==> src/rtl/cv_dac_ramp_ctrl_pkg.sv <==
`default_nettype none
// ============================================================================
//  Module      : cv_dac_ramp_ctrl_pkg
//  Description : Shared definitions for the CV-loop DAC ramp controller.
//                Holds the ramp state encodings and the default field widths.
//  Revision    : 1.0 - initial release
// ============================================================================
package cv_dac_ramp_ctrl_pkg;

    // Default field widths
    localparam int C_CVR_DAC_W  = 10;
    localparam int C_CVR_STEP_W = 4;
    localparam int C_CVR_INTV_W = 8;

    // Ramp sequencer states
    typedef enum logic [1:0] {
        CVR_IDLE = 2'd0,
        CVR_UP   = 2'd1,
        CVR_DN   = 2'd2,
        CVR_HOLD = 2'd3
    } cvr_state_e;

endpackage : cv_dac_ramp_ctrl_pkg
`default_nettype wire

==> src/rtl/cv_dac_ramp_ctrl_tick.sv <==
`default_nettype none
// ============================================================================
//  Module      : cv_ramp_tick
//  Description : Step-interval down-counter. o_tick is high while the count
//                is zero; i_load (priority) reloads it, i_dec counts it down
//                and it parks at zero until reloaded.
//  Ports       : clk, rstz      - clock, async active-low reset
//                i_load, i_val  - reload strobe and reload value
//                i_dec          - decrement enable
//                o_tick         - count == 0
//  Revision    : 1.0 - initial release
// ============================================================================
module cv_ramp_tick #(
    parameter int INTV_W = 8
) (
    input  logic              clk,
    input  logic              rstz,
    input  logic              i_load,
    input  logic              i_dec,
    input  logic [INTV_W-1:0] i_val,
    output logic              o_tick
);

    logic [INTV_W-1:0] cnt_q;
    logic [INTV_W-1:0] cnt_d;

    always_comb begin
        cnt_d = cnt_q;
        if (i_load) begin
            cnt_d = i_val;
        end else if (i_dec && (cnt_q != '0)) begin
            cnt_d = cnt_q - 1'b1;
        end
    end

    always_ff @(posedge clk or negedge rstz) begin
        if (!rstz) begin
            cnt_q <= '0;
        end else begin
            cnt_q <= cnt_d;
        end
    end

    assign o_tick = (cnt_q == '0);

endmodule : cv_ramp_tick
`default_nettype wire

==> src/rtl/cv_dac_ramp_ctrl.sv <==
`default_nettype none
// ============================================================================
//  Module      : cv_dac_ramp_ctrl
//  Description : Slew-limited sequencer for the CV-loop DAC code. Moves o_dac
//                from its current value to a new target in steps of i_step
//                codes every i_intv+1 cycles, drives VO discharge on down
//                ramps and freezes in HOLD on protection faults.
//  Ports       : clk, rstz          - clock, async active-low reset
//                i_en               - block enable (0 -> IDLE, code frozen)
//                i_tgt, i_tgt_vld   - target code and load/retarget pulse
//                i_step, i_intv     - codes per step, cycles per step - 1
//                i_fault            - protection fault level
//                o_dac              - DAC code
//                o_busy, o_dischg   - ramping, discharging (down ramp)
//                o_done, o_hold     - target reached pulse, fault hold
//  Revision    : 1.0 - initial release
// ============================================================================
module cv_dac_ramp_ctrl
    import cv_dac_ramp_ctrl_pkg::*;
#(
    parameter int               DAC_W   = C_CVR_DAC_W,
    parameter int               STEP_W  = C_CVR_STEP_W,
    parameter int               INTV_W  = C_CVR_INTV_W,
    parameter logic [DAC_W-1:0] DAC_RST = '0
) (
    input  logic              clk,
    input  logic              rstz,
    input  logic              i_en,
    input  logic [DAC_W-1:0]  i_tgt,
    input  logic              i_tgt_vld,
    input  logic [STEP_W-1:0] i_step,
    input  logic [INTV_W-1:0] i_intv,
    input  logic              i_fault,
    output logic [DAC_W-1:0]  o_dac,
    output logic              o_busy,
    output logic              o_dischg,
    output logic              o_done,
    output logic              o_hold
);

    cvr_state_e       state_q, state_d;
    logic [DAC_W-1:0] dac_q, dac_d;
    logic [DAC_W-1:0] tgt_q, tgt_d;
    logic             done_q, done_d;
    logic             busy_q, dischg_q, hold_q;

    logic             w_tick;
    logic             w_cnt_load;
    logic             w_cnt_dec;
    logic [DAC_W:0]   w_step_ext;
    logic [DAC_W:0]   w_sum;
    logic [DAC_W:0]   w_diff;
    logic [DAC_W-1:0] w_up_val;
    logic [DAC_W-1:0] w_dn_val;
    logic [DAC_W-1:0] w_nxt;

    // Step interval counter; reloaded from the live i_intv on start and on
    // every step tick so rate changes apply from the next step onward.
    cv_ramp_tick #(
        .INTV_W (INTV_W)
    ) u_tick (
        .clk    (clk),
        .rstz   (rstz),
        .i_load (w_cnt_load),
        .i_dec  (w_cnt_dec),
        .i_val  (i_intv),
        .o_tick (w_tick)
    );

    // One extra bit of headroom so neither direction can wrap before the
    // clamp against the target is applied.
    assign w_step_ext = (i_step == '0) ? {{DAC_W{1'b0}}, 1'b1}
                                       : {{(DAC_W + 1 - STEP_W){1'b0}}, i_step};
    assign w_sum      = {1'b0, dac_q} + w_step_ext;
    assign w_diff     = {1'b0, dac_q} - w_step_ext;
    assign w_up_val   = (w_sum > {1'b0, tgt_q}) ? tgt_q : w_sum[DAC_W-1:0];
    assign w_dn_val   = (w_diff[DAC_W] || (w_diff[DAC_W-1:0] < tgt_q)) ? tgt_q
                                                                       : w_diff[DAC_W-1:0];

    always_comb begin
        state_d    = state_q;
        dac_d      = dac_q;
        tgt_d      = tgt_q;
        done_d     = 1'b0;
        w_cnt_load = 1'b0;
        w_cnt_dec  = 1'b0;
        w_nxt      = dac_q;

        if (!i_en) begin
            state_d = CVR_IDLE;
        end else if (i_fault) begin
            // Fault outranks any load/retarget and suppresses this edge's step.
            state_d = CVR_HOLD;
        end else begin
            case (state_q)
                CVR_IDLE: begin
                    if (i_tgt_vld) begin
                        tgt_d      = i_tgt;
                        w_cnt_load = 1'b1;
                        if (i_tgt > dac_q) begin
                            state_d = CVR_UP;
                        end else if (i_tgt < dac_q) begin
                            state_d = CVR_DN;
                        end else begin
                            done_d = 1'b1;
                        end
                    end
                end
                CVR_UP, CVR_DN: begin
                    // The interval counter keeps running through a retarget;
                    // a retarget edge itself applies no step.
                    w_cnt_dec  = 1'b1;
                    w_cnt_load = w_tick;
                    if (i_tgt_vld) begin
                        tgt_d = i_tgt;
                        if (i_tgt > dac_q) begin
                            state_d = CVR_UP;
                        end else if (i_tgt < dac_q) begin
                            state_d = CVR_DN;
                        end else begin
                            state_d = CVR_IDLE;
                            done_d  = 1'b1;
                        end
                    end else if (w_tick) begin
                        w_nxt = (state_q == CVR_UP) ? w_up_val : w_dn_val;
                        dac_d = w_nxt;
                        if (w_nxt == tgt_q) begin
                            state_d = CVR_IDLE;
                            done_d  = 1'b1;
                        end
                    end
                end
                CVR_HOLD: begin
                    // The releasing pulse only re-arms; it does not start a ramp.
                    if (i_tgt_vld) begin
                        state_d = CVR_IDLE;
                    end
                end
                default: begin
                    state_d = CVR_IDLE;
                end
            endcase
        end
    end

    always_ff @(posedge clk or negedge rstz) begin
        if (!rstz) begin
            state_q  <= CVR_IDLE;
            dac_q    <= DAC_RST;
            tgt_q    <= DAC_RST;
            done_q   <= 1'b0;
            busy_q   <= 1'b0;
            dischg_q <= 1'b0;
            hold_q   <= 1'b0;
        end else begin
            state_q  <= state_d;
            dac_q    <= dac_d;
            tgt_q    <= tgt_d;
            done_q   <= done_d;
            busy_q   <= (state_d == CVR_UP) || (state_d == CVR_DN);
            dischg_q <= (state_d == CVR_DN);
            hold_q   <= (state_d == CVR_HOLD);
        end
    end

    assign o_dac    = dac_q;
    assign o_busy   = busy_q;
    assign o_dischg = dischg_q;
    assign o_done   = done_q;
    assign o_hold   = hold_q;

endmodule : cv_dac_ramp_ctrl
`default_nettype wire

==> config.mk <==
export PLATFORM = sky130hd
export DESIGN_NAME = cv_dac_ramp_ctrl
export DESIGN_NICKNAME = d
export VERILOG_FILES = /design/src/rtl/cv_dac_ramp_ctrl_pkg.sv /design/src/rtl/cv_dac_ramp_ctrl_tick.sv /design/src/rtl/cv_dac_ramp_ctrl.sv
export SDC_FILE = /design/constraint.sdc
export NUM_CORES = 1
export LEC_CHECK = 0
export BUFFER_PORTS_ARGS = -buffer_cell sky130_fd_sc_hd__buf_2
export CAP_MARGIN = 20
export CORE_AREA = 5 5 86 88
export CTS_CLUSTER_DIAMETER = 30
export CTS_CLUSTER_SIZE = 24
export DETAILED_ROUTE_END_ITERATION = 10
export DIE_AREA = 0 0 91 93
export PLACE_DENSITY_LB_ADDON = 0.25
export SKIP_LAST_GASP = 1
export SLEW_MARGIN = 25
export SYNTH_ARGS = -nofsm -noshare
export SYNTH_HDL_FRONTEND = slang
export SYNTH_HIERARCHICAL = 1
export SYNTH_SLANG_ARGS = --single-unit
==> constraint.sdc <==
create_clock -name clk -period 6.2 [get_ports clk]
set_input_delay 0.93 -clock clk [delete_from_list [all_inputs] [get_ports clk]]
set_output_delay 0.93 -clock clk [all_outputs]
set_load 0.01 [all_outputs]
After elaboration in Yosys (flattened, before gate mapping)
Cells that the tools add are included.
{ "totals": {"latchBits": 0, "ramBits": 0, "ff_bits": 34, "inputBits": 27, "rom_bits": 0, "out_inout_bits": 14, "mem_count": 0, "elab_cells": 70} }
{ "classes": {"order_cmp": 4, "mux": 34, "reduce_logical": 12, "n_shift": 0, "n_bitwise": 2, "n_eq_ne": 7, "div_mod_pow": 0, "addsub": 3, "mul": 0} }
{ "op_table": {"columns": ["op", "n"], "rows": [
  ["$mux 10", 3],
  ["$mux 2", 11],
  ["$lt 10x10->1", 2],
  ["$mux 8", 2],
  ["$mux 1", 14],
  ["$add 10x4->11", 1],
  ["$gt 11x10->1", 1],
  ["$sub 10x4->11", 1],
  ["$eq 10x10->1", 1],
  ["$gt 10x10->1", 1],
  ["$eq 2x2->1 const B", 4],
  ["$logic_not 8->1", 1],
  ["$reduce_bool 8->1", 1],
  ["$sub 8x1->8 const B", 1],
  ["$pmux 2 s3", 1],
  ["$reduce_and 5->1", 1],
  ["$eq 2x1->1 const B", 2],
  ["$logic_not 4->1", 1],
  ["$mux 4", 1],
  ["$pmux 1 s2", 2],
  ["$reduce_and 4->1", 1],
  ["$reduce_or 3->1", 1],
  ["$logic_not 2->1", 1],
  ["$logic_or 1x1->1", 2],
  ["other kinds (4)", 5]
]} }

Longest topological paths before layout
Gate-level depths: netlist of run 1.
{ "logic_depth": {"word_depth": 16, "mapped_depth": 20} }

By module
Netlist of run 1, hierarchy kept.
{ "modules_own_cells": {"columns": ["mod", "instances", "cells_per_inst", "seq_area_each_um2", "area_each_um2"], "rows": [
  ["cv_dac_ramp_ctrl", 1, 360, 650.6, 2950.3],
  ["cv_ramp_tick", 1, 60, 200.2, 545.5]
]} }

Least setup slack after synthesis of run 1
Ideal clock, no wire load.
{ "synth_timing": {"path_kind": "input-to-reg", "startpoint": "in i_step[3]", "endpoint": "reg busy_q (netlist: o_busy)", "path_slack_ps": 1764, "t_arrival_ps": 4324, "n_path_buf": 0, "path_stages": 20, "path_cell_list": "inv_1 a31o_2 ha_1 fa_1 nor2b_1 o21ai_0 nand4_1 xnor2_1 inv_1 ha_1 and3_1 o21ai_0 o211a_1 nor3_1 or3_1 a31oi_1 a211oi_2 a31oi_1 ha_1 inv_1"} }
{ "synth_via": {"elab_chain_cells": 16} }
{ "synth_rtl": {"columns": ["item", "line", "text"], "rows": [
  ["from (decl)", "cv_dac_ramp_ctrl.sv:31", "input logic [STEP_W-1:0] i_step,"],
  ["$logic_not 4->1", "cv_dac_ramp_ctrl.sv:72", "assign w_step_ext = (i_step == '0) ? {{DAC_W{1'b0}}, 1'b1}"],
  ["$mux 4 *", "cv_dac_ramp_ctrl.sv:72", null],
  ["$sub 10x4->11", "cv_dac_ramp_ctrl.sv:75", "assign w_diff = {1'b0, dac_q} - w_step_ext;"],
  ["$lt 10x10->1", "cv_dac_ramp_ctrl.sv:77", "assign w_dn_val = (w_diff[DAC_W] || (w_diff[DAC_W-1:0] < tgt_q)) ? tgt_q"],
  ["$logic_or 1x1->1", "cv_dac_ramp_ctrl.sv:77", null],
  ["$mux 10", "cv_dac_ramp_ctrl.sv:77", null],
  ["$mux 10 *", "cv_dac_ramp_ctrl.sv:125", "w_nxt = (state_q == CVR_UP) ? w_up_val : w_dn_val;"],
  ["$eq 10x10->1 *", "cv_dac_ramp_ctrl.sv:127", "if (w_nxt == tgt_q) begin"],
  ["$mux 2 *", "cv_dac_ramp_ctrl.sv:127", null],
  ["$mux 2 *", "cv_dac_ramp_ctrl.sv:124", "end else if (w_tick) begin"],
  ["$mux 2 *", "cv_dac_ramp_ctrl.sv:114", "if (i_tgt_vld) begin"],
  ["$pmux 2 s3 *", "cv_dac_ramp_ctrl.sv:95", "case (state_q)"],
  ["$mux 2 *", "cv_dac_ramp_ctrl.sv:91", "end else if (i_fault) begin"],
  ["$mux 2 *", "cv_dac_ramp_ctrl.sv:89", "if (!i_en) begin"],
  ["net state_d[1]", "cv_dac_ramp_ctrl.sv:41", "cvr_state_e state_q, state_d;"],
  ["$eq 2x1->1 or $eq 2x2->1 (tied branches)", "cv_dac_ramp_ctrl.sv:160", "busy_q <= (state_d == CVR_UP) || (state_d == CVR_DN);"],
  ["$logic_or 1x1->1 *", "cv_dac_ramp_ctrl.sv:160", null],
  ["to (signal assigned)", "cv_dac_ramp_ctrl.sv:160", null],
  ["to (decl)", "cv_dac_ramp_ctrl.sv:45", "logic busy_q, dischg_q, hold_q;"]
]} }
The timed path passes the listed nets; every way through them passes the cells marked *.
A chain may end at the register's enable or synchronous reset.

Final worst setup path of run 1
{ "layout_timing": {"startpoint": "in i_step[1]", "endpoint": "reg busy_q (netlist: o_busy)"} }
The elaborated chain is that of the path after synthesis.

==> flow_summary.yaml, run 1 <==
sta:
  setup_slack_ps: 1317
  slew_headroom_pct: 46.19
  final.period_utilization_pct: 78.76
  worst_pin_slew_ps: 804.8
  maxSlewViolCount: 0
  setup_viol: 0
  min_period_ps: 4883
  hold_viol: 0
  whs_ps: 592.0
  fin_tns_setup_ps: 0
  rsz0062_at_grt: "no"
  clock_skew_ps: 8.837
  max_freq_mhz: 204.8
worst_setup_path:
  end_kind: "flip-flop"
  crit_required_ps: 6430
  setup.worst_path.class: "in -> reg"
  startpoint_type: "primary input"
  cp.arrival_ps: 5110
  crit_path_max_fanout: 6
  ff2ff_setup_slack_ps: 1830
outcome:
  outcome: "complete, no violations"
power_and_ir_drop:
  vdd_ir_drop_max_v: 0.0002655
  power_density_nw_per_um2: 409.6
  finalPower_mw: 1.579
  p_leak_nw: 1.776
floorplan:
  die_h_um: 93
  rows: 30
  io_pins: 41
  dieArea_um2: 8463
  dieWidth_um: 91
  fp.coreArea_um2: 6569
  start_util_pct: 53.22
clock_tree:
  clkTransAtPathRegs_ps: 80
  cts_buffers: 5
  clock_sinks: 34
  post_cts_resized: 0
  cts-root-buf: "clkbuf_8"
  cts_tree: "yes"
  cts.hold.buffers_added: 0
  htree_levels: 2
  cts_buffer_depth: 2
  cts_setup_buffers: 0
  clk_latency_ps: 290
logic_synthesis:
  synth_cells: 420
  seq_area_frac_synth_pct: 24.34
  yosys-top-cells-count: "44 x ha_1, 43 x inv_1, 34 x dfrtp_1"
  syn_nets: 493
  synth_area_um2: 3496
  synthDistinctLibCells: 69
  synth_top_area_cell: "dfrtp_1"
  yosysTopAreaCellShare_pct: 24.34
  postSynthAreaPerCell_um2: 8.323
  synth_area_leaders: "dfrtp_1 24%, ha_1 16%, xnor2_1 6.8%"
  yosysWarnings: 6
  synth_flop_cell: "dfrtp_1"
  ys_ff_latch: 34
  synth_edf_count: 0
  yosysMostFrequentCell: "ha_1"
  async_reset_ff_share_pct: 100.0
placement:
  hpwl_um: 7275
  dp_slack_ps: 1122
  post-place-cells: 527
  port-buffer-count: 40
  gp_congestion: 0.9782
routing:
  drc: 0
  viasPerCell: 6.247
  drtIter0Drc: 421
  routed_wl_um: 9354
  num_vias: 3342
  wl_per_cell_um: 17.48
  ant_nets: 0
  drt_first_pass_iters: 5
cells_and_area:
  antennaDiodeCount: 0
  fillers: 605
  drive_above_1_share_pct: 13.41
  stdcell_count: 535
  layout.nets: 527
  area_growth_pct: 10.24
global_route:
  grt_usage_pct: 22.12
  grt_max_degree: 35
  antenna_found_initial: 0
  gr-total-overflow: 0
  grt_pass1_vias: 3225
  grt_pass1_wl_um: 15570
hold_path:
  min_path_type: "reg -> reg"
flow_run:
  max_cap_violations: 0
-- cell type report --
type,count,area [µm²],area share [%]
clock inverter,3,40.04,1.039
clock buffer,5,68.82,1.786
timing repair buffer,42,215.2,5.584
tap,80,100.1,2.597
sequential,34,850.8,22.08
inverter,45,168.9,4.383
multi-input combinational,326,2410,62.53
-- path summary, 6_finish.rpt --
kind                           start              end  cells past startpoint
hold reg to reg             tgt_q[5]         o_dac[5]                      2
setup / recovery           i_step[1]           o_busy                     20
max in group asynchronous       rstz         o_dac[1]                      1
hold / removal              tgt_q[5]         o_dac[5]                      2
min in group asynchronous       rstz  u_tick/cnt_q[4]                      1
setup reg to reg            o_dac[2]           o_busy                     17
-- metal layers --
metal  vias up  wire length, µm  track usage, %
li1       1592                -               -
met3        29              723           3.781
met2       162             4161           34.25
met5         -                0               0
met4         0              226           7.213
met1      1559             4243           31.30
-- power breakdown --
group	switching, mW	internal [mW]	leakage, nW
clock	0.0845	0.118	0.0579
combinational	0.570	0.419	1.29
sequential	0.102	0.285	0.432
total	0.756	0.822	1.78
-- stage by stage --
stage | area, µm² | utilization, %
3_3_place_gp | 3745 | 57.01
3_5_place_dp | 3745 | 57.01
5_1_grt | 3854 | 58.67
6_report | 3854 | 58.67
2_1_floorplan | 3496 | -
4_1_cts | 3854 | 58.67
-- cell families after synthesis --
logic type / Yosys count / synth area share (%)
and+or+nand+nor: 124 / 19.44
adders and majority gates: 46 / 16.89
xor gates and xnor gates: 32 / 8.017
buffers and inverters: 60 / 6.908
AOI/OAI and AO/OA: 122 / 23.80
muxes: 2 / 0.6084
DFF: 34 / 24.34
-- placed cells by master, fill, tap and decap left out, types with 3 or more instances in the layout --
| master | n |
|---|---|
| a22oi_1 | 3 |
| or4_1 | 4 |
| nand2_1 | 26 |
| a211oi_1 | 5 |
| a21o_1 | 9 |
| nor2b_1 | 11 |
| dfrtp_1 | 34 |
| buf_2 | 40 |
| ha_1 | 44 |
| o211ai_1 | 4 |
| or3_1 | 3 |
| a211o_1 | 3 |
| nor3_1 | 10 |
| inv_1 | 43 |
| and3_1 | 5 |
| nor2_1 | 19 |
| a31oi_1 | 5 |
| o2111ai_1 | 3 |
| xor2_1 | 5 |
| a21oi_1 | 22 |
| nand3_1 | 14 |
| clkbuf_8 | 5 |
| nand2b_1 | 8 |
| xnor2_1 | 27 |
| o31ai_1 | 3 |
| o21ai_0 | 33 |
| nor3b_1 | 3 |
| nand4_1 | 8 |
-- worst max-delay path: stages --
cell and delay [ps]:
buf_2 140, inv_1 70, a31o_2 220, ha_1 210, fa_1 410, nand2b_1 130, a21oi_1 160, xnor2_1 310
inv_1 90, ha_1 290, a21o_1 180, a21oi_1 150, nor2b_1 60, o31ai_1 430, nand3_1 320, a31oi_1 260
a211oi_2 100, a31oi_1 310, ha_1 290, inv_1 50
-- registers in the layout, summed over array words and instances (netlist names) --
| signal | count |
|---|---|
| o_done | 1 |
| state_q | 2 |
| o_dischg | 1 |
| u_tick/cnt_q | 8 |
| o_dac | 10 |
| o_hold | 1 |
| o_busy | 1 |
| tgt_q | 10 |
Note: power is estimated with default switching activity, not from simulation.
==> inputs of run 2 (changes only) <==
--- a/config.mk
+++ b/config.mk
@@ -7,11 +7,11 @@
 export LEC_CHECK = 0
 export BUFFER_PORTS_ARGS = -buffer_cell sky130_fd_sc_hd__buf_2
 export CAP_MARGIN = 20
-export CORE_AREA = 5 5 86 88
+export CORE_AREA = 5 5 87 89
 export CTS_CLUSTER_DIAMETER = 30
 export CTS_CLUSTER_SIZE = 24
 export DETAILED_ROUTE_END_ITERATION = 10
-export DIE_AREA = 0 0 91 93
+export DIE_AREA = 0 0 92 94
 export PLACE_DENSITY_LB_ADDON = 0.25
 export SKIP_LAST_GASP = 1
 export SLEW_MARGIN = 25
==> constraint.sdc (replaced) <==
create_clock -name clk -period 4.3 [get_ports clk]
set_input_delay 0.645 -clock clk [delete_from_list [all_inputs] [get_ports clk]]
set_output_delay 0.645 -clock clk [all_outputs]
set_load 0.01 [all_outputs]
==> flow_summary.yaml, run 2 (synthesis gave the netlist of run 1 again) <==
sta:
  maxSlewViolCount: 0
  rsz0062_at_grt: "no"
  clock_skew_ps: 7.874
  final.period_utilization_pct: 95.54
  worst_pin_slew_ps: 800.4
  max_freq_mhz: 243.4
  slew_headroom_pct: 46.49
  setup_viol: 0
  hold_viol: 0
  fin_tns_setup_ps: 0
  min_period_ps: 4108
global_route:
  met2_usage_pct: 40.39
  grt_pass1_wl_um: 16710
  grt_max_degree: 35
  top_usage_layer: "met2"
  grt_pass1_vias: 3353
  antenna_found_initial: 0
  grtUsageMet3_pct: 3.606
  gr-total-overflow: 0
  use_met1_pct: 32.38
  grt_usage_pct: 24.17
floorplan:
  start_util_pct: 52.32
  die_h_um: 94
  rows: 30
  dieWidth_um: 92
  fp.coreArea_um2: 6681
  dieArea_um2: 8648
  io_pins: 41
routing:
  ant_nets: 0
  routed_wl_um: 10340
  viasPerCell: 6.157
  wl_per_cell_um: 17.88
  drt_first_pass_iters: 5
  drc: 0
  num_vias: 3559
  drtIter0Drc: 336
power_and_ir_drop:
  p_leak_nw: 2.010
  p_sw_mw: 1.167
  switching_share_pct: 44.88
  vdd_ir_drop_max_v: 0.0002975
  seqPwrFrac_pct: 20.5
  power.internal_mw: 1.434
  clkPwrFrac_pct: 14.7
  power_density_nw_per_um2: 612.3
  comb_power_share_pct: 64.7
worst_setup_path:
  ff2ff_setup_slack_ps: 360
  end_kind: "flip-flop"
  cpLargestDelayFamily: "simple AND/OR/NAND/NOR gates"
  crit_required_ps: 4510
  startpoint_type: "primary input"
  crit_path_max_fanout: 4
  cp.arrival_ps: 4310
  critPathBufInv: 5
  cpMostUsedCell: "ha_1"
  cp_slowest_stage_delay_ps: 430
  setup.worst_path.class: "in -> reg"
  crit_path_cell_trace: "buf_2 > inv_1 > buf_4 > ha_1 > or4_4 > or3_4 > a21oi_1 > xnor2_1 > ha_1 > and3_1 > o2111ai_1 > o211a_1 > nor3_2 > or3_1 > a31oi_1 > a211oi_2 > buf_4 > o22a_1 > ha_1 > inv_1"
  critPathSlowestCell: "or4_4"
clock_tree:
  clock_sinks: 34
  cts_buffers: 5
  cts_buffer_depth: 2
  cts-root-buf: "clkbuf_8"
  cts.hold.buffers_added: 0
  clkTransAtPathRegs_ps: 80
  htree_levels: 2
  clk_latency_ps: 300
  cts_tree: "yes"
cells_and_area:
  area_growth_pct: 21.51
  layout.nets: 570
  antennaDiodeCount: 0
  final_common_cell: "buf_4"
  layout_common_cells: "45 x buf_4, 44 x ha_1, 43 x inv_1, 40 x buf_2, 34 x dfrtp_1"
  drive_above_1_share_pct: 22.49
  stdcell_count: 578
placement:
  post-place-cells: 568
  gp_congestion: 0.9165
  port-buffer-count: 40
  hpwl_um: 8005
outcome:
  outcome: "complete, no violations"
flow_run:
  max_cap_violations: 0
hold_path:
  min_path_type: "in -> async"
==> run 2: per-stage QoR <==
stage                     area, µm²  power (mW)  utilization (%)  worst slack [ps]  hold slack [ps]
after detailed placement       4053       2.142            60.66            -172.8            595.7
final                          4248       2.601            63.58             192.0            420.0
after global routing           4248       2.796            63.58             9.859            503.6
after global placement         4053       2.117            60.66            -33.15            578.3
after floorplan                3496       1.589                -             148.5            349.4
after CTS                      4195       2.534            62.79             137.4            459.0
==> run 2: power groups by stage <==
stage / clock [mW] / sequential [mW] / combinational (mW)
detailed placement: 0 / 0.536 / 1.61
finish: 0.384 / 0.534 / 1.68
global placement: 0 / 0.531 / 1.59
global route: 0.399 / 0.549 / 1.85
floorplan: 0 / 0.519 / 1.07
CTS: 0.384 / 0.530 / 1.62
==> run 2: timing repair <==
action | in CTS | in global routing
buffers inserted | 0 | 2
gates resized for setup | 0 | 10
endpoints found under the setup margin | 0 | 13
==> run 2: final timing paths <==
check	start	end	cells after the start
min in group clk	i_intv[7]	u_tick/cnt_q[7]	3
max in group asynchronous	rstz	o_dac[4]	1
min reg2reg	u_tick/cnt_q[1]	u_tick/cnt_q[1]	2
min	rstz	u_tick/cnt_q[5]	1
max reg2reg	o_dac[3]	o_busy	17
max	i_step[3]	o_busy	20
==> run 2: cell type report <==
cell class,instances,area [µm²]
clock buffer,6,82.58
tap,80,100.1
fill,590,2434
inverter,45,168.9
clock inverter,2,60.06
timing repair buffer,85,538.0
sequential,34,850.8
multi-input combinational,326,2447
==> run 2: layer usage <==
metal | share of wire (%) | wire, µm | vias up
li1 | - | - | 1678
met1 | 44 | 4514 | 1677
met2 | 47 | 4861 | 182
met3 | 7.7 | 795 | 22
met4 | 1.6 | 165 | 0
met5 | 0 | 0 | -
==> run 2: worst reg2reg max path, delay by kind of cell (launching register included) <==
family                     cells  cell delay (ps)
AOI/OAI and AO/OA              6              930
adders and majority gates      3              790
and+or+nand+nor                5             1370
buffers and inverters          2              190
xor gates and xnor gates       1              180
DFF                            1              400
==> inputs of run 3 (changes only) <==
==> constraint.sdc (replaced) <==
create_clock -name clk -period 4.3 [get_ports clk]
set_input_delay 0.86 -clock clk [delete_from_list [all_inputs] [get_ports clk]]
set_output_delay 0.86 -clock clk [all_outputs]
set_load 0.01 [all_outputs]
==> flow_summary.yaml, run 3 (synthesis gave the netlist of run 1 again) <==
global_route:
  gr-total-overflow: 0
  grt_pass1_vias: 3539
  antenna_found_initial: 0
  grt_usage_pct: 24.92
  grt_max_degree: 35
  grt_pass1_wl_um: 17090
power_and_ir_drop:
  vdd_ir_drop_max_v: 0.0004277
  p_leak_nw: 2.061
  power_density_nw_per_um2: 620.9
clock_tree:
  clkTransAtPathRegs_ps: 80
  cts-root-buf: "clkbuf_8"
  cts_tree: "yes"
  htree_levels: 2
  cts.hold.buffers_added: 0
  clock_sinks: 34
  cts_buffer_depth: 2
  cts_buffers: 5
  clk_latency_ps: 300
worst_setup_path:
  crit_required_ps: 4490
  end_kind: "flip-flop"
  setup.worst_path.class: "in -> reg"
  crit_path_max_fanout: 4
  cp.arrival_ps: 4390
  startpoint_type: "primary input"
cells_and_area:
  multi_input_area_um2: 2621
  final_common_cell: "buf_4"
  fillers: 583
  antennaDiodeCount: 0
  fin_area_um2: 4466
  layout.area.seq_um2: 850.8
  drive_above_1_share_pct: 29.33
  layout.nets: 580
  layout_common_cells: "53 x buf_4, 41 x inv_1, 40 x ha_1, 39 x buf_2, 34 x dfrtp_1"
  area_growth_pct: 27.74
routing:
  routed_wl_um: 10780
  num_vias: 3612
  ant_nets: 0
  viasPerCell: 6.143
  drt_first_pass_iters: 6
  drc: 0
  wl_per_cell_um: 18.33
  drtIter0Drc: 280
sta:
  hold_viol: 0
  worst_pin_slew_ps: 802.7
  final.period_utilization_pct: 97.69
  maxSlewViolCount: 0
  min_period_ps: 4201
  setup_viol: 0
  slew_headroom_pct: 46.34
  whs_ps: 607.9
  max_freq_mhz: 238.1
  clock_skew_ps: 12.72
floorplan:
  start_util_pct: 52.32
  io_pins: 41
  dieWidth_um: 92
  dieArea_um2: 8648
  rows: 30
  die_h_um: 94
  fp.coreArea_um2: 6681
placement:
  port-buffer-count: 40
  gp_congestion: 0.9739
  placed_cell_area_um2: 4113
  hpwl_um: 8355
flow_run:
  max_cap_violations: 0
outcome:
  outcome: "complete, no violations"
hold_path:
  min_path_type: "reg -> reg"
run 3: cell count changes in the layout (fill, tap and decap cells not counted), moves of 3 or more:
cell and change:
a21oi_2 +7, a21oi_1 -8, ha_1 -4, ha_4 +3
buf_4 +8
run 3: path summary, 6_finish.rpt:
kind                            from              end  slack [ps]  depth (start not counted)
hold / removal              o_dac[2]         o_dac[2]         610                          2
setup reg to reg            o_dac[3]           o_busy         310                         16
hold reg to reg             o_dac[2]         o_dac[2]         610                          2
setup / recovery           i_step[2]           o_busy         100                         20
min in group asynchronous       rstz  u_tick/cnt_q[4]         650                          1
max in group asynchronous       rstz         o_dac[7]        3140                          1
run 3: per-layer routing:
metal	vias up	wire length, µm	GRT usage (%)	share of wire, %
met4	0	347	9.035	3.2
met2	146	5028	41.97	47
met3	36	713	4.006	6.6
met5	-	0	0	0
li1	1701	-	-	-
met1	1729	4691	32.23	44
run 3: layout make-up:
type,instances,area share [%]
flip-flops and latches,34,19.05
clock buffers,7,1.933
well taps,80,2.242
inverters,45,3.839
multi-input cells,326,58.70
clock inverters,1,0.1121
repair buffers,95,14.12
run 3: where the power goes:
part	switching [mW]	total [mW]	internal, mW
sequential	0.137	0.548	0.411
combinational	1.02	1.97	0.950
clock	0.122	0.251	0.129
total	1.28	2.77	1.49
run 3: what timing repair did:
item	CTS	global route
resized for setup	6	43
hold endpoints to repair	0	0
gates cloned	0	0
setup endpoints to repair	2	12
setup buffers	0	5
pin swaps	2	26
run 3: metrics by stage:
| step | power [mW] | worst slack, ps | TNS (ps) | util (%) | instances |
|---|---|---|---|---|---|
| 2_1_floorplan | 1.590 | 4.208 | 0 | - | 420 |
| 3_3_place_gp | 2.196 | -230.1 | -953.9 | 61.55 | 576 |
| 3_5_place_dp | 2.229 | -380.9 | -2522 | 61.55 | 576 |
| 4_1_cts | 2.509 | 8.344 | 0 | 63.28 | 584 |
| 5_1_grt | 2.985 | -25.73 | -40.10 | 66.84 | 588 |
| 6_report | 2.773 | 99.40 | 0 | 66.84 | 588 |
run 3: worst max-delay path, stage by stage:
cell,delay (ps)
buf_2,90
inv_1,60
a31o_4,240
ha_4,160
fa_2,400
nor2b_2,150
o21ai_2,110
nor2b_2,180
xnor2_1,170
ha_1,250
and2_1,170
a21oi_2,140
o211a_1,230
nor3_2,60
or3_4,350
a31oi_4,190
a211oi_4,70
o22a_1,200
ha_1,270
inv_1,30
